--- config.mk ---
export PLATFORM = sky130hd
export DESIGN_NAME = cardinal_nic_param
export DESIGN_NICKNAME = d
export VERILOG_FILES = /design/src/rtl/cardinal_nic_pkg.sv /design/src/rtl/cardinal_sync_fifo.sv /design/src/rtl/cardinal_nic_param.sv
export SDC_FILE = /design/constraint.sdc
export NUM_CORES = 1
export LEC_CHECK = 0
export CORE_MARGIN = 8
export CORE_UTILIZATION = 49
export CTS_CLUSTER_DIAMETER = 120
export CTS_CLUSTER_SIZE = 28
export DETAILED_ROUTE_END_ITERATION = 16
export GPL_TIMING_DRIVEN = 1
export PLACE_DENSITY_LB_ADDON = 0.08
export REMOVE_ABC_BUFFERS = 1
export SLEW_MARGIN = 0
export SYNTH_ARGS = -nofsm -noshare
export SYNTH_HDL_FRONTEND = slang
export SYNTH_SLANG_ARGS = --single-unit
--- constraint.sdc ---
create_clock -name clk -period 3.1 [get_ports clk]
set_input_delay 0.31 -clock clk [delete_from_list [all_inputs] [get_ports clk]]
set_output_delay 0.31 -clock clk [all_outputs]
set_load 0.1 [all_outputs]
--- src/rtl/cardinal_nic_pkg.sv ---
// Shared definitions for the parametrised cardinal ring NIC.
// Address map, status bit positions and width helpers.
package cardinal_nic_pkg;

   localparam int NIC_DATA_W = 64;

   typedef enum logic [1:0] {
      ADDR_IN_DATA  = 2'b00,
      ADDR_IN_STAT  = 2'b01,
      ADDR_OUT_DATA = 2'b10,
      ADDR_OUT_STAT = 2'b11
   } nic_addr_e;

   localparam int STAT_FLAG = 0;
   localparam int STAT_DROP = NIC_DATA_W - 1;
   localparam int VC_BIT    = NIC_DATA_W - 1;

   // Top bit of a W-wide word: VC bit of a packet, drop bit of a status word.
   function automatic int msb_of(input int w);
      return w - 1;
   endfunction

   // Occupancy counter width able to hold 0..depth.
   function automatic int cnt_w(input int depth);
      return $clog2(depth) + 1;
   endfunction

endpackage

--- src/rtl/cardinal_sync_fifo.sv ---
// Synchronous FIFO with occupancy count, used for both NIC directions.
// A push while full is accepted only when a pop frees a slot in the same cycle.
module cardinal_sync_fifo
   import cardinal_nic_pkg::*;
#(
   parameter int W     = 64,
   parameter int DEPTH = 4
) (
   input  logic                     clk,
   input  logic                     rst_n,
   input  logic                     i_push,
   input  logic                     i_pop,
   input  logic [W-1:0]             i_din,
   output logic [W-1:0]             o_head,
   output logic                     o_full,
   output logic                     o_empty,
   output logic [cnt_w(DEPTH)-1:0]  o_count
);

   localparam int PTR_W = $clog2(DEPTH);
   localparam int CW    = cnt_w(DEPTH);

   logic [W-1:0]     r_mem [DEPTH];
   logic [PTR_W-1:0] r_rd;
   logic [PTR_W-1:0] r_wr;
   logic [CW-1:0]    r_cnt;

   logic w_pop;
   logic w_push;

   assign o_empty = (r_cnt == '0);
   assign o_full  = (r_cnt == CW'(DEPTH));
   assign o_count = r_cnt;
   assign o_head  = r_mem[r_rd];

   // Underflow and overflow are suppressed here so callers may request freely.
   assign w_pop  = i_pop & ~o_empty;
   assign w_push = i_push & (~o_full | w_pop);

   // Storage, pointers and count; pointers wrap because DEPTH is a power of 2.
   always_ff @(posedge clk or negedge rst_n) begin
      if (!rst_n) begin
         for (int i = 0; i < DEPTH; i++) begin
            r_mem[i] <= '0;
         end
         r_rd  <= '0;
         r_wr  <= '0;
         r_cnt <= '0;
      end else begin
         if (w_push) begin
            r_mem[r_wr] <= i_din;
            r_wr        <= r_wr + PTR_W'(1);
         end
         if (w_pop) begin
            r_rd <= r_rd + PTR_W'(1);
         end
         case ({w_push, w_pop})
            2'b10:   r_cnt <= r_cnt + CW'(1);
            2'b01:   r_cnt <= r_cnt - CW'(1);
            default: r_cnt <= r_cnt;
         endcase
      end
   end

endmodule

--- src/rtl/cardinal_nic_param.sv ---
// NIC between a cpu node and its cardinal ring router port.
// FIFO-buffered in both directions, polarity-gated injection, sticky drop flags.
module cardinal_nic_param
   import cardinal_nic_pkg::*;
#(
   parameter int DATA_W    = NIC_DATA_W,
   parameter int IN_DEPTH  = 4,
   parameter int OUT_DEPTH = 4
) (
   input  logic              clk,
   input  logic              reset,
   input  logic              nicEn,
   input  logic              nicWrEn,
   input  logic [1:0]        addr,
   input  logic [DATA_W-1:0] d_in,
   output logic [DATA_W-1:0] d_out,
   input  logic              net_si,
   output logic              net_ri,
   input  logic [DATA_W-1:0] net_di,
   output logic              net_so,
   input  logic              net_ro,
   output logic [DATA_W-1:0] net_do,
   input  logic              net_polarity
);

   localparam int IN_CW  = cnt_w(IN_DEPTH);
   localparam int OUT_CW = cnt_w(OUT_DEPTH);
   localparam int VC_B   = msb_of(DATA_W);
   localparam int DROP_B = msb_of(DATA_W);

   logic [DATA_W-1:0] w_in_head;
   logic              w_in_full;
   logic              w_in_empty;
   logic [IN_CW-1:0]  w_in_cnt;
   logic              w_in_push;
   logic              w_in_pop;
   logic              w_in_drop;
   logic              w_in_clr;

   logic [DATA_W-1:0] w_out_head;
   logic              w_out_full;
   logic              w_out_empty;
   logic [OUT_CW-1:0] w_out_cnt;
   logic              w_out_wr;
   logic              w_out_pop;
   logic              w_out_drop;
   logic              w_out_clr;

   logic              w_rd;
   logic              w_wr;
   logic [DATA_W-1:0] w_dout;

   logic              r_net_so;
   logic [DATA_W-1:0] r_net_do;
   logic              r_in_drop;
   logic              r_out_drop;

   assign w_rd = nicEn & ~nicWrEn;
   assign w_wr = nicEn & nicWrEn;

   // Network -> cpu: ready comes from registered occupancy only.
   assign net_ri    = ~w_in_full;
   assign w_in_push = net_si & net_ri;
   assign w_in_drop = net_si & ~net_ri;
   assign w_in_pop  = w_rd & (addr == ADDR_IN_DATA) & ~w_in_empty;
   assign w_in_clr  = w_rd & (addr == ADDR_IN_STAT);

   // Cpu -> network: head leaves only when its VC matches the ring phase.
   assign w_out_wr   = w_wr & (addr == ADDR_OUT_DATA);
   assign w_out_pop  = ~w_out_empty & net_ro
                     & (w_out_head[VC_B] == net_polarity);
   assign w_out_drop = w_out_wr & w_out_full & ~w_out_pop;
   assign w_out_clr  = w_rd & (addr == ADDR_OUT_STAT);

   cardinal_sync_fifo #(
      .W     (DATA_W),
      .DEPTH (IN_DEPTH)
   ) u_in_fifo (
      .clk     (clk),
      .rst_n   (reset),
      .i_push  (w_in_push),
      .i_pop   (w_in_pop),
      .i_din   (net_di),
      .o_head  (w_in_head),
      .o_full  (w_in_full),
      .o_empty (w_in_empty),
      .o_count (w_in_cnt)
   );

   cardinal_sync_fifo #(
      .W     (DATA_W),
      .DEPTH (OUT_DEPTH)
   ) u_out_fifo (
      .clk     (clk),
      .rst_n   (reset),
      .i_push  (w_out_wr),
      .i_pop   (w_out_pop),
      .i_din   (d_in),
      .o_head  (w_out_head),
      .o_full  (w_out_full),
      .o_empty (w_out_empty),
      .o_count (w_out_cnt)
   );

   // Injection register: valid pulses per popped packet, data holds otherwise.
   always_ff @(posedge clk or negedge reset) begin
      if (!reset) begin
         r_net_so <= 1'b0;
         r_net_do <= '0;
      end else begin
         r_net_so <= w_out_pop;
         if (w_out_pop) begin
            r_net_do <= w_out_head;
         end
      end
   end

   // Sticky drop flags; a new drop wins over a clearing status read.
   always_ff @(posedge clk or negedge reset) begin
      if (!reset) begin
         r_in_drop  <= 1'b0;
         r_out_drop <= 1'b0;
      end else begin
         r_in_drop  <= w_in_drop | (r_in_drop & ~w_in_clr);
         r_out_drop <= w_out_drop | (r_out_drop & ~w_out_clr);
      end
   end

   // Cpu read mux; zero whenever there is no read access.
   always_comb begin
      w_dout = '0;
      if (w_rd) begin
         unique case (addr)
            ADDR_IN_DATA: begin
               if (!w_in_empty) begin
                  w_dout = w_in_head;
               end
            end
            ADDR_IN_STAT: begin
               w_dout[STAT_FLAG]  = ~w_in_empty;
               w_dout[IN_CW:1]    = w_in_cnt;
               w_dout[DROP_B]     = r_in_drop;
            end
            ADDR_OUT_STAT: begin
               w_dout[STAT_FLAG]  = w_out_full;
               w_dout[OUT_CW:1]   = w_out_cnt;
               w_dout[DROP_B]     = r_out_drop;
            end
            default: begin
               w_dout = '0;
            end
         endcase
      end
   end

   assign d_out  = w_dout;
   assign net_so = r_net_so;
   assign net_do = r_net_do;

endmodule

==> impl_metrics.csv <==
group,metric,value,unit
placement,place_area,30200,um2
cts,h-tree-depth,1,
power_and_ir_drop,ir_worst_vdd,560,uV
timing,setup_slack,0.255,ns
synthesis,syn_avg_cell_area,16.5,um2
final_layout,n_fill_cell,4020,
timing,hold_viol_final,0,
routing,vias_per_cell,5.65,
routing,vias,14179,
routing,drtIter0Drc,513,
die,die_w,246,um
setup_path,worstPathRequired,2.79,ns
placement,pre_cts_slack,0.281,ns
synthesis,netlist.top_cell.by_area,"dfrtp_1",
cts,cts_tree,"built",
routing,dr.pass1.iters,4,
timing,clock_skew,0.0326,ns
timing,clock.fmax,352,MHz
min_path,hold_class,"in2async",
synthesis,seq_area_frac_synth,57.5,%
setup_path,crit_type,"reg2out",
cts,holdBufCountCts,1,
die,start_util,49.3,%
setup_path,critPathMaxStageDelay,0.72,ns
cts,path_clk_slew,0.11,ns
placement,hpwl,37.1,mm
power_and_ir_drop,power,31.3,mW
cts,clkSinkCount,593,
timing,fin_crit_sh,91.8,%
timing,drv_slew,0,
cts,cts_root_buffer,"clkbuf_16",
power_and_ir_drop,leakagePower,13.4,nW
final_layout,layout-drive-gt1-share,42.0,%
placement,place_congestion,0.762,
synthesis,synth_edf_count,0,
synthesis,synth_top_cell_area_share,57.5,%
power_and_ir_drop,power.density,1010,nW/um2
synthesis,synthCells,1562,
timing,setup_violations,0,
global_route,grt_use_total,19.1,%
job,maxCapViolations,0,
setup_path,start_kind,"register",
routing,wl_per_cell,22.6,um
timing,rsz0062_at_grt,"false",
final_layout,postLayoutCoreUtil,59.1,%
cts,cts_resized,0,
setup_path,path_cells,"buf_4, mux4_2, and2_1, buf_12",
synthesis,synthDistinctLibCells,43,
global_route,antenna_found_initial,10,
final_layout,final_cell_mix,"dfrtp_1 (589), mux2_2 (465), clkdlybuf4s50_1 (190)",
final_layout,num-nets-final,1962,
synthesis,ys_ff_latch,593,
setup_path,worst_setup_path_end_kind,"primary output",
global_route,grt_pass1_vias,15833,
final_layout,final_cell_area,30900,um2
die,rows,84,
timing,tightest_slew,1.02,ns
synthesis,syn_area,25800,um2
die,core-area,52300,um2
cts,postCtsSetupBuffers,0,
die,num_io_pins,267,
setup_path,ff2ff_path_depth,10,
final_layout,seq_area,14800,um2
synthesis,synthArstFlopShare,100,%
cts,cts_buffers,25,
final_layout,area_growth,19.8,%
die,fp.dieH,246,um
routing,drcViolationCount,0,
synthesis,yosysWarnings,0,
setup_path,crit_arrival,2.53,ns
synthesis,synth_ff_type,"dfrtp_1",
timing,min_period,2.84,ns
global_route,grt_max_degree,82,
routing,antenna_left,0,
routing,drt_wl_total,56.7,mm
timing,slew-limit-headroom,31.7,%
setup_path,worstPathMaxFanout,18,
placement,portBuffers,266,
final_layout,multi_input_area,10500,um2
die,dieArea,60300,um2
synthesis,synthTopCellsByArea,"dfrtp_1 (57%), mux2_2 (20%), mux4_2 (11%)",
run_status,run_status,"finished clean",
cts,cts.path.max_buffers,3,
final_layout,final_common_cell,"dfrtp_1",
global_route,grt_pass1_wl,92.1,mm
global_route,grt-ovfl-total,0,
setup_path,slowest_stage,"dfrtp_4",
cts,clk_latency,0.58,ns
-- logic make-up after synthesis --
family,synth area share [%]
fa+ha+maj,0.640
xor+xnor,0.543
flops,57.5
buf+inv,1.91
compound gates,0.824
simple gates,2.30
mux,36.3
-- power breakdown --
group / total (mW) / internal [mW] / switching, mW
Clock: 3.83 / 1.49 / 2.34
Combinational: 14.1 / 7.14 / 6.98
Sequential: 13.4 / 11.4 / 1.93
-- routing by layer --
metal / wire length (um) / GRT usage (%)
met1: 23900 / 24.9
met2: 28700 / 32.8
met3: 2930 / 3.84
met4: 1060 / 4.20
met5: 69 / 0
-- state kept, by name (all words and copies together), names as in the netlist --
register,cells
u_out_fifo.r_mem,256
u_in_fifo.r_rd,2
net_do,64
u_in_fifo.r_mem,256
u_in_fifo.r_wr,2
net_so,1
u_out_fifo.r_rd,2
r_in_drop,1
u_in_fifo.o_count,3
u_out_fifo.r_wr,2
r_out_drop,1
u_out_fifo.o_count,3
-- layout make-up --
cell class	instances	share of cell area (%)
tap	688	2.78
timing repair buffer	318	12.8
clock inverter	1	0.0971
sequential	593	48.0
clock buffer	28	2.06
multi-input combinational	860	34.0
antenna	7	0.0566
inverter	15	0.182
-- stage by stage --
stage                     TNS [ns]  hold slack (ns)  std cells
after floorplan            -874.82           0.0144       1468
after global placement           0            0.302       2473
after detailed placement         0            0.302       2473
after CTS                        0            0.267       2503
after global routing             0            0.288       2506
final                            0            0.278       2510
-- worst paths after layout --
path / start / to / slack (ns)
worst min-delay path: reset / u_out_fifo.r_mem[174]$_DFFE_PN0P_ / 0.28
worst max-delay path: u_in_fifo.r_rd[0]$_DFFE_PN0P_ / d_out[27] / 0.26
max in group asynchronous: reset / u_in_fifo.r_mem[104]$_DFFE_PN0P_ / 1.78
worst max register to register: u_out_fifo.r_rd[0]$_DFFE_PN0P_ / u_out_fifo.o_count[2]$_DFFE_PN0P_ / 0.34
worst min register to register: u_out_fifo.r_mem[102]$_DFFE_PN0P_ / u_out_fifo.r_mem[102]$_DFFE_PN0P_ / 0.49
min in group clk: net_si / r_in_drop$_DFF_PN0_ / 0.40
-- Yosys cell counts (7+ instances only) --
library cell	instances
and2_1	59
mux2_2	465
mux2_1	110
o21ai_0	7
mux4_2	128
ha_1	10
buf_2	50
nor2_1	11
nand2_1	14
inv_1	14
clkbuf_1	32
dfrtp_1	593
-- critical path, delay by kind of cell (launching register included) --
family / cells / cell delay [ns]
flip-flops: 1 / 0.72
multiplexers: 1 / 0.53
buffers and inverters: 2 / 0.49
AND/OR/NAND/NOR: 1 / 0.20
(Power assumes the default switching activity.)
